$ cat src/rtl/spm_pkg.sv
// spm_pkg: shared widths and slot record for the SPM memory reorder buffer
package spm_pkg;
  localparam int SPM_ROB_SLOT_W = 3;
  localparam int SPM_TAG_W = 6;
  localparam int SPM_TID_W = 6;
  localparam int SPM_ADDR_W = 40;
  localparam int SPM_DATA_W = 64;
  typedef struct packed {
    logic [SPM_TAG_W-1:0] tag;
    logic [SPM_DATA_W-1:0] data;
    logic pend;
    logic done;
  } rob_slot_t;
endpackage

$ cat src/rtl/spm_rob_ptr.sv
// spm_rob_ptr: wrapping head/tail pointers with occupancy count, full and empty
module spm_rob_ptr #(
  parameter int SLOT_W = 3
) (
  input  logic              clk,
  input  logic              rst,
  input  logic              inc,
  input  logic              dec,
  output logic [SLOT_W-1:0] head,
  output logic [SLOT_W-1:0] tail,
  output logic [SLOT_W:0]   count,
  output logic              full,
  output logic              empty
);
  assign full = count == (SLOT_W+1)'(2**SLOT_W);
  assign empty = count == '0;
  // pointers wrap naturally at the slot count; count tracks issue minus drain
  always_ff @(posedge clk) begin
    if (rst) begin
      head <= '0;
      tail <= '0;
      count <= '0;
    end else begin
      tail <= tail + SLOT_W'(inc);
      head <= head + SLOT_W'(dec);
      count <= count + (SLOT_W+1)'(inc) - (SLOT_W+1)'(dec);
    end
  end
endmodule

$ cat src/rtl/spm_mem_rob.sv
// spm_mem_rob: reorders out-of-order NoC read responses back into arbiter request order
module spm_mem_rob
  import spm_pkg::*;
#(
  parameter int SLOT_W = SPM_ROB_SLOT_W,
  parameter int TAG_W = SPM_TAG_W,
  parameter int TID_W = SPM_TID_W,
  parameter int ADDR_W = SPM_ADDR_W,
  parameter int DATA_W = SPM_DATA_W
) (
  input  logic              clk,
  input  logic              rst,
  input  logic              req_val,
  output logic              req_rdy,
  input  logic [ADDR_W-1:0] req_addr,
  input  logic [TAG_W-1:0]  req_tag,
  output logic              noc_req_val,
  input  logic              noc_req_rdy,
  output logic [ADDR_W-1:0] noc_req_addr,
  output logic [TID_W-1:0]  noc_req_transid,
  input  logic              noc_resp_val,
  input  logic [TID_W-1:0]  noc_resp_transid,
  input  logic [DATA_W-1:0] noc_resp_data,
  output logic              out_val,
  input  logic              out_rdy,
  output logic [TAG_W-1:0]  out_tag,
  output logic [DATA_W-1:0] out_data,
  output logic [SLOT_W:0]   outstanding,
  output logic              err_spurious
);
  localparam int SLOTS = 2**SLOT_W;
  rob_slot_t slots [SLOTS];
  logic [SLOT_W-1:0] head, tail, cap_idx;
  logic full, empty, issue, drain, cap_ok;
  spm_rob_ptr #(.SLOT_W(SLOT_W)) u_ptr (
    .clk(clk), .rst(rst), .inc(issue), .dec(drain),
    .head(head), .tail(tail), .count(outstanding), .full(full), .empty(empty)
  );
  assign noc_req_val = req_val & ~full;
  assign req_rdy = noc_req_rdy & ~full;
  assign noc_req_addr = req_addr;
  assign noc_req_transid = TID_W'(tail);
  assign issue = req_val & req_rdy;
  assign cap_idx = noc_resp_transid[SLOT_W-1:0];
  assign cap_ok = noc_resp_val & ~|(noc_resp_transid >> SLOT_W) & slots[cap_idx].pend;
  assign out_val = ~empty & slots[head].done;
  assign out_tag = slots[head].tag;
  assign out_data = slots[head].data;
  assign drain = out_val & out_rdy;
  // issue, capture and drain always address distinct slots, so their updates never collide
  always_ff @(posedge clk) begin
    if (rst) begin
      for (int i = 0; i < SLOTS; i++) slots[i] <= '0;
    end else begin
      if (issue) begin
        slots[tail].tag <= req_tag;
        slots[tail].pend <= 1'b1;
        slots[tail].done <= 1'b0;
      end
      if (cap_ok) begin
        slots[cap_idx].data <= noc_resp_data;
        slots[cap_idx].pend <= 1'b0;
        slots[cap_idx].done <= 1'b1;
      end
      if (drain) slots[head].done <= 1'b0;
    end
  end
  // any response not answering a pending slot is dropped and flagged until reset
  always_ff @(posedge clk) begin
    if (rst) err_spurious <= 1'b0;
    else if (noc_resp_val & ~cap_ok) err_spurious <= 1'b1;
  end
endmodule

$ cat config.mk
export PLATFORM = sky130hd
export DESIGN_NAME = spm_mem_rob
export DESIGN_NICKNAME = d
export VERILOG_FILES = /design/src/rtl/spm_pkg.sv /design/src/rtl/spm_rob_ptr.sv /design/src/rtl/spm_mem_rob.sv
export SDC_FILE = /design/constraint.sdc
export NUM_CORES = 1
export LEC_CHECK = 0
export BUFFER_PORTS_ARGS = -buffer_cell sky130_fd_sc_hd__buf_2
export CAP_MARGIN = 40
export CORE_MARGIN = 4
export CORE_UTILIZATION = 45
export DETAILED_ROUTE_END_ITERATION = 7
export GPL_ROUTABILITY_DRIVEN = 0
export PLACE_DENSITY = 0.73
export SLEW_MARGIN = 5
export SYNTH_ARGS = -nofsm -noshare
export SYNTH_HDL_FRONTEND = slang
export SYNTH_SLANG_ARGS = --single-unit
$ cat constraint.sdc
create_clock -name clk -period 7.7 [get_ports clk]
set_input_delay 0.77 -clock clk [delete_from_list [all_inputs] [get_ports clk]]
set_output_delay 0.77 -clock clk [all_outputs]
set_load 0.02 [all_outputs]
After elaboration in Yosys (flattened, before gate mapping):

Memory sizes are Yosys's and may differ from the RTL's. A register that Yosys moved wholly into a read port is not among the register bits.
Index checks and enable logic that the tools add are counted.

* output and inout port bits: 124
* register bits after elaboration: 11
* memories kept: 1
* input bits: 122
* word-level logic and storage cells: 48
* RAM bits: 576

* reductions and logical operators: 6
* equality and inequality tests: 1
* bitwise gates (word level): 11
* add/subtract/negate cells: 4
* multiplexer cells: 21

Memory list
* slots: depth 8, bits a word 72, rd ports 2, clocked after Yosys merged registers in 1, wr ports 8, RTL line spm_mem_rob.sv:32 `rob_slot_t slots [SLOTS];`

Operator list (number)
* 72-bit two-way mux: 3
* 72-bit OR reduction: 3
* 3-bit two-way mux: 4
* 1-bit two-way mux: 11
* 1-bit AND: 8
* 3-bit by 1-bit adder with 3-bit output: 2
* 2-bit two-way mux: 3
* 4-bit by 1-bit adder with 4-bit output: 1
* 4-bit equality test (second input constant): 1
* 4-bit logical NOT: 1
* 4-bit by 1-bit subtractor with 4-bit output: 1
* 1-bit NOT: 3
* 3-bit OR reduction: 1
* 1-bit logical NOT: 1

Longest topological paths before layout:

* depth in word-level cells: 9
* gate-level depth with buffers: 12
* depth with buffers taken out: 12

By module:

From an unflattened synthesis, not the netlist that was laid out.

* cells, all modules: 1898
* area, all modules: 26666.8 µm²

By module, submodules not included
* spm_mem_rob: area each 26166.3 µm², seq. area each 17156.5 µm², cells an instance 1850, instances 1
* spm_rob_ptr: area each 500.5 µm², seq. area each 200.2 µm², cells an instance 48, instances 1

Worst setup path before layout:

No wires, ideal clock.

* path type: input -> register
* start: input noc_resp_transid[4]
* end: memory slots[7][10] (netlist bit), enable pin
* setup slack: 3872 ps
* data arrival time: 3402 ps
* required time: 7274 ps
* path buffers: 1
* cell stages on the path: 5
* setup time: 426 ps
* cells stage by stage: or4b_4 -> nor3b_2 -> o2111a_2 -> buf_6 -> or2_1

RTL lines
* from (decl): RTL line spm_mem_rob.sv:22 `input logic [TID_W-1:0] noc_resp_transid,`
* to (decl): RTL line spm_mem_rob.sv:32

==> metrics.md <==
| Metric | Value |
|---|---|
| Final Critical Period | `4720 ps` |
| Num CTS Buffers | `59` |
| Max layer used | `met5` |
| P per Cell Area | `221 nW/µm²` |
| Worst endpoint required time | `6930 ps` |
| Rel. slew slack | `36.6%` |
| DRC Markers | `0` |
| Leakage power | `0.0112 µW` |
| Status | `finished, final reports clean` |
| Number of max-cap violations | `0` |
| EDFF count, synth | `560` |
| Critical setup path kind | `reg2out` |
| Chip Height | `252 µm` |
| TritonCTS Sinks | `587` |
| Met1 WL | `30.2 mm` |
| Fin crit share | `61.3%` |
| Setup violators final | `0` |
| Routed Antenna Nets | `0` |
| Setup TNS | `0 ps` |
| Yosys cell types | `59` |
| Worst r2r src | `u_ptr.head[2]$_SDFF_PP0_` |
| Maximum clock rate | `212 MHz` |
| Port bufs | `162` |
| Layout area overhead | `12.3%` |
| WL met3 | `7.69 mm` |
| Fillers | `4944` |
| VDD IR-drop max | `0.000186 V` |
| Core box area | `59000 µm²` |
| Cts repair resizes | `0` |
| Nets | `2185` |
| Min-Delay Endpoint | `err_spurious$_SDFFE_PP0P_` |
| Starting Density | `45.5%` |
| Postcts setup bufs | `0` |
| Final hold viol count | `0` |
| Cells after synthesis | `1958` |
| Worst-path cell chain | `inv_1 -> nor3_2 -> buf_4 -> a222oi_1 -> o21ai_0 -> buf_2` |
| HP Class | `in2reg` |
| 1st-iter DRT viols | `2175` |
| CTS tree | `done` |
| CP max stage delay | `870 ps` |
| Hold buffer count at cts | `0` |
| WL final | `76.8 mm` |
| DR WL/cell | `26.7 µm` |
| Crit path max-delay cell type | `dfxtp_4` |
| DIE AREA | `63600 µm²` |
| Cell area after synthesis | `26800 µm²` |
| Gr ovfl total | `0` |
| Critical path launch point | `u_ptr.head[2]$_SDFF_PP0_` |
| Max H-tree Level | `2` |
| Hold Crit Depth | `2` |
| Reg2reg setup slack | `3630 ps` |
| Clock buffer depth | `3` |
| Die Width | `252 µm` |
| Yosys reg bits | `587` |
| Top FF cell, synth | `edfxtp_1` |
| Unrepaired setup endpoints after global routing | `no` |
| Final Max Tran Viols | `0` |
| Hold Startpoint | `noc_resp_val` |
| Estimated wirelength of the detail-placed design | `45.1 mm` |
| IO Count | `246` |
| Critical Path AT | `3950 ps` |
| Crit path capture type | `output pin` |
| Initial DRT Pass Iterations | `5` |
| Number of global-route vias before repair | `17300` |
| Root buffer cell | `clkbuf_16` |
| Std-Cell Rows | `89` |
| First-pass GRT wire length | `113 mm` |
| Number of antenna violations at the first check in global routing | `11` |
| Worst Skew | `24.0 ps` |
| Routed length on met2 | `36.5 mm` |
| Slew @ Worst Pin | `949 ps` |
| Worst R2R End | `u_ptr.count[2]$_SDFF_PP0_` |
| Vias | `17100` |
| Clock slew at reported path FFs | `60 ps` |
| Post-synthesis async set-or-reset flop share | `0%` |
| Tot GR Track Use | `23.7%` |
| Clk_lat worst skew | `620 ps` |
| WHS | `382 ps` |
| Seq/Total Area, Yosys | `64.6%` |
| Share of cells above drive strength 1 | `19.1%` |
| Syn. warnings | `0` |
| Vias/cell | `5.94` |
| Reg2Reg Depth | `12` |
| CP max FO | `49` |
| Largest net degree at the start of global routing | `68` |
| Average size of a mapped cell | `13.7 µm²` |
| CP startpoint kind | `flop` |
==> cells in the mapped netlist (2+ instances only) <==
library cell	instances	area [µm²]
o21ai_0	48	240
edfxtp_1	560	16800
nor2b_1	14	87.6
clkbuf_2	4	20.0
a22oi_1	59	443
buf_4	45	338
buf_1	11	41.3
mux2_2	55	619
mux2i_1	64	641
o221ai_1	14	123
xnor2_1	3	26.3
o211ai_1	11	82.6
or2_1	7	43.8
mux4_2	15	338
a221oi_1	53	464
o311a_1	2	20.0
ha_1	10	125
dfxtp_1	27	541
o2bb2ai_1	13	114
clkbuf_1	64	240
buf_2	25	125
a222oi_1	9	90.1
and2_1	574	3590
a21oi_1	48	240
o211a_1	13	130
nand3_1	2	10.0
or2_2	3	18.8
buf_6	30	338
and3_1	3	18.8
nand2_1	21	78.8
inv_1	10	37.5
a31oi_1	3	18.8
a221o_1	10	100
nor3_1	19	95.1
nand2b_1	3	18.8
a2bb2oi_1	8	70.1
nor2_1	72	270
o22ai_1	5	31.3
==> worst max path at each step <==
stage                     slack (ps)                         end  cells past startpoint
final                           2980                out_data[19]                      6
after global routing            2860                out_data[19]                      6
after global placement          3440  slots[2][54]$_SDFFCE_PN0P_                      5
after detailed placement        3290  slots[7][37]$_SDFFCE_PN0P_                      7
after CTS                       2960                out_data[19]                      6
after floorplan                 3870  slots[7][10]$_SDFFCE_PN0P_                      5
==> cells by family after synthesis <==
group / Yosys count / share of synthesized area [%]
xor+xnor: 4 / 0.131
other cells: 1 / 0.0140
simple gates: 728 / 16.1
compound gates: 302 / 8.28
buf+inv: 190 / 4.26
mux: 135 / 6.01
fa+ha+maj: 11 / 0.541
flops: 587 / 64.6
==> registers in the layout, summed over array words and instances (netlist names) <==
name,flops
u_ptr.head,3
u_ptr.tail,3
err_spurious,1
u_ptr.count,4
slots,576
==> cells in the final DEF (no fill, tap or decap), types with 4 or more instances in the layout <==
master and n:
o21ai_0 48, nand2_1 21, or2_4 8, nor3_2 5, and2_1 573, dfxtp_1 24, diode_2 5, buf_2 167
nor2_1 66, a2bb2oi_1 8, a21oi_1 48, a222oi_1 9, clkbuf_16 60, o211ai_1 11, o211a_4 6, mux2i_1 64
clkbuf_1 18, clkinv_2 10, mux4_2 15, nor3_1 15, buf_16 14, ha_1 10, inv_1 9, edfxtp_1 560
nor2_2 4, nor2b_1 10, mux2_2 55, o22ai_1 5, clkinv_1 8, a22oi_1 59, o221ai_1 14, o211a_1 7
buf_4 23, a221o_1 10, o2bb2ai_1 13, a221oi_1 53
==> final cells by class <==
type | instances | area (µm²) | share of cell area (%)
tap | 773 | 967 | 3.21
antenna | 5 | 12.5 | 0.0415
multi-input combinational | 1183 | 8490 | 28.2
timing repair buffer | 210 | 1490 | 4.94
clock buffer | 81 | 1610 | 5.34
clock inverter | 22 | 165 | 0.548
sequential | 587 | 17400 | 57.6
inverter | 11 | 41.3 | 0.137
==> worst max-delay path: cells and delay by family (launching register included) <==
kind | cells | cell delay (ps)
buffers and inverters | 3 | 1270
flip-flops | 1 | 870
AO/OA/AOI/OAI | 2 | 400
AND/OR/NAND/NOR | 1 | 750
==> where the power goes <==
part / switching (µW) / internal (µW)
registers: 40.4 / 3590
logic: 222 / 98.3
clock network: 1190 / 1520
==> routing by layer <==
metal  global-route usage, %  up-vias
li1                        -     7365
met1                    32.3     8610
met2                    37.3      935
met3                    5.78      144
met4                    8.76        6
met5                       0        -
==> metrics by stage <==
stage / cells / setup WS (ps) / utilization, % / total power (µW) / instance area [µm²]
after floorplan: 1960 / 3870 / - / 3890 / 26900
after global placement: 2735 / 3440 / 47.1 / 4000 / 27800
after detailed placement: 2762 / 3290 / 48.0 / 4020 / 28300
after CTS: 2865 / 2960 / 51.0 / 6690 / 30100
after global routing: 2871 / 2860 / 51.1 / 6870 / 30100
final: 2872 / 2980 / 51.1 / 6660 / 30100
Power figures use the tool's default switching activity.
